## config.mk

```make
export PLATFORM = sky130hd
export DESIGN_NAME = cla_add_sub4
export DESIGN_NICKNAME = d
export VERILOG_FILES = /design/src/rtl/cla_add_sub4.sv
export SDC_FILE = /design/constraint.sdc
export NUM_CORES = 1
export LEC_CHECK = 0
export BUFFER_PORTS_ARGS = -buffer_cell sky130_fd_sc_hd__clkbuf_2
export CORE_MARGIN = 2
export CORE_UTILIZATION = 25
export CTS_BUF_LIST = sky130_fd_sc_hd__clkbuf_2 sky130_fd_sc_hd__clkbuf_4 sky130_fd_sc_hd__clkbuf_8
export CTS_CLUSTER_DIAMETER = 100
export CTS_CLUSTER_SIZE = 25
export DETAILED_ROUTE_END_ITERATION = 8
export PLACE_DENSITY = 0.5
export SETUP_SLACK_MARGIN = 0.5
export SYNTH_ARGS = -nofsm -noshare
export SYNTH_HDL_FRONTEND = slang
export SYNTH_SLANG_ARGS = --single-unit
```

## constraint.sdc

```tcl
create_clock -name clk -period 0.8 [get_ports clk]
set_input_delay 0.04 -clock clk [delete_from_list [all_inputs] [get_ports clk]]
set_output_delay 0.04 -clock clk [all_outputs]
set_load 0.03 [all_outputs]
```

## src/rtl/cla_add_sub4.sv

```systemverilog
// 4-bit carry-lookahead adder/subtractor with registered result, carry, overflow and group flags.
// Define CLA_ADD_SUB4_GP_EN to compute and register group generate/propagate; otherwise g and p stay 0.
module cla_add_sub4 (
    input  logic       clk,
    input  logic       rst_n,
    input  logic       in_valid,
    input  logic       sub,
    input  logic       cin,
    input  logic [3:0] x,
    input  logic [3:0] y,
    output logic       out_valid,
    output logic [3:0] out,
    output logic       cout,
    output logic       v,
    output logic       g,
    output logic       p
);

    localparam int unsigned W = 4;

    logic [W-1:0] w_yb;
    logic         w_c0;
    logic [W-1:0] w_g;
    logic [W-1:0] w_p;
    logic [W:0]   w_c;
    logic [W-1:0] w_s;
    logic         w_grp_g;
    logic         w_grp_p;

    logic         r_valid;
    logic [W-1:0] r_out;
    logic         r_cout;
    logic         r_v;
    logic         r_g;
    logic         r_p;

    // Subtract is x + ~y + 1; a borrow-in removes the +1.
    assign w_yb = y ^ {W{sub}};
    assign w_c0 = cin ^ sub;
    assign w_g  = x & w_yb;
    assign w_p  = x ^ w_yb;

    // Flattened lookahead: every carry depends only on g, p and c0.
    always_comb begin
        w_c    = '0;
        w_c[0] = w_c0;
        w_c[1] = w_g[0] | (w_p[0] & w_c0);
        w_c[2] = w_g[1] | (w_p[1] & w_g[0]) | (w_p[1] & w_p[0] & w_c0);
        w_c[3] = w_g[2] | (w_p[2] & w_g[1]) | (w_p[2] & w_p[1] & w_g[0])
               | (w_p[2] & w_p[1] & w_p[0] & w_c0);
        w_c[4] = w_g[3] | (w_p[3] & w_g[2]) | (w_p[3] & w_p[2] & w_g[1])
               | (w_p[3] & w_p[2] & w_p[1] & w_g[0])
               | (w_p[3] & w_p[2] & w_p[1] & w_p[0] & w_c0);
    end

    assign w_s = w_p ^ w_c[W-1:0];

`ifdef CLA_ADD_SUB4_GP_EN
    assign w_grp_g = w_g[3] | (w_p[3] & w_g[2]) | (w_p[3] & w_p[2] & w_g[1])
                   | (w_p[3] & w_p[2] & w_p[1] & w_g[0]);
    assign w_grp_p = &w_p;
`else
    assign w_grp_g = 1'b0;
    assign w_grp_p = 1'b0;
`endif

    // Results load only on valid input; otherwise they hold and out_valid drops.
    always_ff @(posedge clk or negedge rst_n) begin
        if (!rst_n) begin
            r_valid <= 1'b0;
            r_out   <= '0;
            r_cout  <= 1'b0;
            r_v     <= 1'b0;
            r_g     <= 1'b0;
            r_p     <= 1'b0;
        end else begin
            r_valid <= in_valid;
            if (in_valid) begin
                r_out  <= w_s;
                r_cout <= w_c[W];
                r_v    <= w_c[W] ^ w_c[W-1];
                r_g    <= w_grp_g;
                r_p    <= w_grp_p;
            end
        end
    end

    assign out_valid = r_valid;
    assign out       = r_out;
    assign cout      = r_cout;
    assign v         = r_v;
    assign g         = r_g;
    assign p         = r_p;

endmodule

```

# == Word level (Yosys, flattened, before mapping) ==
# Cells that the tools add are included.
# totals
reg_bits,7
inputBits,13
word_cells,36
# classes
bitwise,32
# op_table
operator,count
1-bit bitwise AND,16
4-bit bitwise XOR,3
1-bit bitwise OR,10
4-bit bitwise AND,1
1-bit bitwise XOR,2

# == Logic depth before layout (Yosys ltp) ==
# depth
word_depth,8
mapped_depth,7

# == Worst setup path before layout ==
# No wires, ideal clock.
# synth_timing
kind,input port to flip-flop
start,in sub
end,"reg r_out[3], in the netlist out[3]"
setup_ns,0.120
arrival_ns,1.454
path_slack_ns,-0.774
cell_stages,7
path_buffers,1
path_cell_list,buf_6 -> xor2_1 -> ha_1 -> a21oi_1 -> o22ai_2 -> or3_1 -> a31o_1
# synth_via
elab_chain_len,7
# synth_lines
element,line_no,rtl
"start, declared",7,"input logic sub,"
4-bit bitwise XOR,38,assign w_yb = y ^ {W{sub}};
4-bit bitwise XOR / 4-bit bitwise AND (equally long branches),"41, 40",
"1-bit bitwise AND, on equally long branches","49, 50",
"1-bit bitwise OR, or another cell as far along",49,w_c[3] = w_g[2] | (w_p[2] & w_g[1]) | (w_p[2] & w_p[1] & w_g[0])
1-bit bitwise OR / 1-bit bitwise AND (equally long branches),"49, 50",
1-bit bitwise OR,50,| (w_p[2] & w_p[1] & w_p[0] & w_c0);
4-bit bitwise XOR (*),56,assign w_s = w_p ^ w_c[W-1:0];
"end signal, assigned",79,r_out <= w_s;
"end, declared",31,logic [W-1:0] r_out;
# Mark *: on every way between the ends. The rest lies on a longest branch, timed or not.
# A chain may end at the register's enable or synchronous reset.

# == Worst setup path in the final report ==
# Ends and elaborated chain as after synthesis.

==> flow_summary.ini <==
[layout]
n_antenna_cell = 0
syn_to_final_growth_pct = 60.9
mostFrequentLayoutCells = 11 x clkbuf_2, 8 x buf_4, 7 x buf_8, 6 x dfrtp_2, 5 x inv_1
final_common_cell = clkbuf_2
fin_area_um2 = 820
fin_util = 0.422
layout-drive-gt1-share = 0.551
n_fill_cell = 201
fin_nets = 97
final_cells = 105

[critical_path]
required_ns = 0.95
critPathKind = in -> reg
crit_path_start = sub
crit_path_top_delay_cell = ha_1
r2r_cells = 2
crit_fanout = 5
critical_path.max_stage_delay_ns = 0.32
setup.worst_path.start_class = input port
crit_chain = clkbuf_16 -> xor2_1 -> ha_1 -> a21oi_2 -> o22ai_2 -> or3_1 -> a31o_1
crit_family = compound AO/OA/AOI/OAI gates
crit_buf_inv = 1
crit_arrival_ns = 1.42
r2r_start = out[3]
end_kind = register
crit_cells = 7

[pwr]
peakVddDrop_v = 0.000738
cellInternalPower_mw = 1.11
p_seq_frac = 0.298
power.leakage_nw = 0.400
switching_share = 0.348
power_frac_clock = 0.219
combPwrFrac = 0.483
cellPowerDensity_nw_per_um2 = 2080
power_switching_uw = 594

[detailed_routing]
routed_wl_mm = 1.00
drt_pass1_iterations = 4
drc = 0
vias_per_cell = 4.18
wl_per_cell_um = 9.52
drt_iter0_drc = 7
ant_nets = 0
dr_total_vias = 439

[min_path]
hold_class = in -> async

[timing]
fmax_mhz = 787
final.min_clock_period_ns = 1.27
drv_slew = 0
rsz0062_at_grt = true
period_share = 1.59
finalHoldWorstSlack_ns = -0.392
fin_ws_ns = -0.470
finalClockSkew_ns = 0
timing_hold_violations_final = 7
final-setup-viol-count = 13

[clock_tree]
clk_pin_slew_ns = 0.05
clkLatencyLatePin_ns = 0.26
cts.sinks = 7
cts_buffer_depth = 2
root_buffer = clkbuf_4
cts_inserted_buffers = 3
htreeDepth = 1
cts_tree = yes

[grt]
antenna_found_initial = 0
grt_max_degree = 11
grt_pass1_wl_mm = 1.87
grt_usage = 0.106
grt_overflow = 0
grt_pass1_vias = 469

[die]
coreArea_um2 = 1940
io_pins = 22
design.die.area_um2 = 2410
die_h_um = 49.1
start_util = 0.262
die_width_um = 49.1
row_count = 16

[synth]
async_flop_share = 1.00
synth.distinct_cells = 27
synth-main-ff-cell = dfrtp_1
postSynthCellCount = 49
synth_area_um2 = 509
synth_edf_count = 0
ys_warn_count = 0
yosysSeqAreaShare = 0.344
ys_ff_latch = 7
avgSynthCellArea_um2 = 10.4

[placed_design]
placed_area_um2 = 683
place_hpwl_um = 809
dpl.cell_count = 100
portBuffers = 19
place_congestion = 0.726

[run_status]
violations = hold timing, setup timing
status = finished, violations left

[run]
cap_violations = 0
## sequential cells by signal, summed over array words and instances, names as in the netlist
name       flops
out_valid      1
v              1
cout           1
out            4
## path summary, 6_finish.rpt
path                                  end  slack, ns
worst min-delay path                 cout      -0.39
max in group asynchronous       out_valid       1.01
worst max register to register     out[3]      -0.02
worst max-delay path               out[3]      -0.47
min in group clk                out_valid       0.04
worst min register to register       cout       0.53
## kinds of logic after synthesis
family | after synthesis | synth area share
AOI/OAI and AO/OA | 11 | 0.162
xor gates and xnor gates | 6 | 0.140
adders and majority gates | 5 | 0.138
buffers and inverters | 9 | 0.0958
DFF | 7 | 0.344
muxes | 2 | 0.0418
other | 1 | 0.00736
and+or+nand+nor | 8 | 0.0713
## what timing repair did
action                                  4_1_cts  5_1_grt
gates resized for setup                      19        7
endpoints found under the hold margin         7        7
endpoints found under the setup margin       13       13
pin swaps                                     2        2
setup buffers                                 1        0
## metal layers
metal  wire [um]  track usage
met3          66       0.0215
met4          52        0.114
met5           0            0
met1         424        0.109
met2         457        0.169
## per-stage QoR
step                setup TNS (ns)  total power [mW]  setup WS [ns]
floorplan                    -2.98             0.932         -0.728
global placement             -3.55              1.13         -0.726
detailed placement           -3.70              1.13         -0.758
global route                 -2.77              1.83         -0.527
CTS                          -2.29              1.68         -0.462
finish                       -2.12              1.71         -0.470
## Yosys cell counts, drive strengths merged (2+ instances only)
master | instances | area (um2)
ha | 4 | 50.1
dfrtp | 7 | 175
o22ai | 2 | 18.8
o21ai | 2 | 10.0
nor2 | 2 | 7.51
buf | 3 | 26.3
o211ai | 2 | 15.0
xnor2 | 2 | 36.3
nand2 | 3 | 11.3
xor2 | 4 | 35.0
inv | 5 | 18.8
## final cells by class
class / count / area (um2) / share of cell area
Clock buffer: 4 / 30.0 / 0.0366
Inverter: 5 / 18.8 / 0.0229
Multi-Input combinational cell: 34 / 298 / 0.363
Sequential cell: 7 / 183 / 0.223
Tap cell: 27 / 33.8 / 0.0412
Timing Repair Buffer: 28 / 256 / 0.313
## power groups by stage
| stage | Clock (mW) | Sequential, mW | Combinational (mW) |
|---|---|---|---|
| 6_report | 0.374 | 0.509 | 0.826 |
| 3_5_place_dp | 0 | 0.484 | 0.650 |
| 5_1_grt | 0.410 | 0.525 | 0.895 |
| 2_1_floorplan | 0 | 0.643 | 0.289 |
| 3_3_place_gp | 0 | 0.484 | 0.644 |
| 4_1_cts | 0.389 | 0.488 | 0.804 |
No activity file was read; power rests on OpenSTA's default activity.
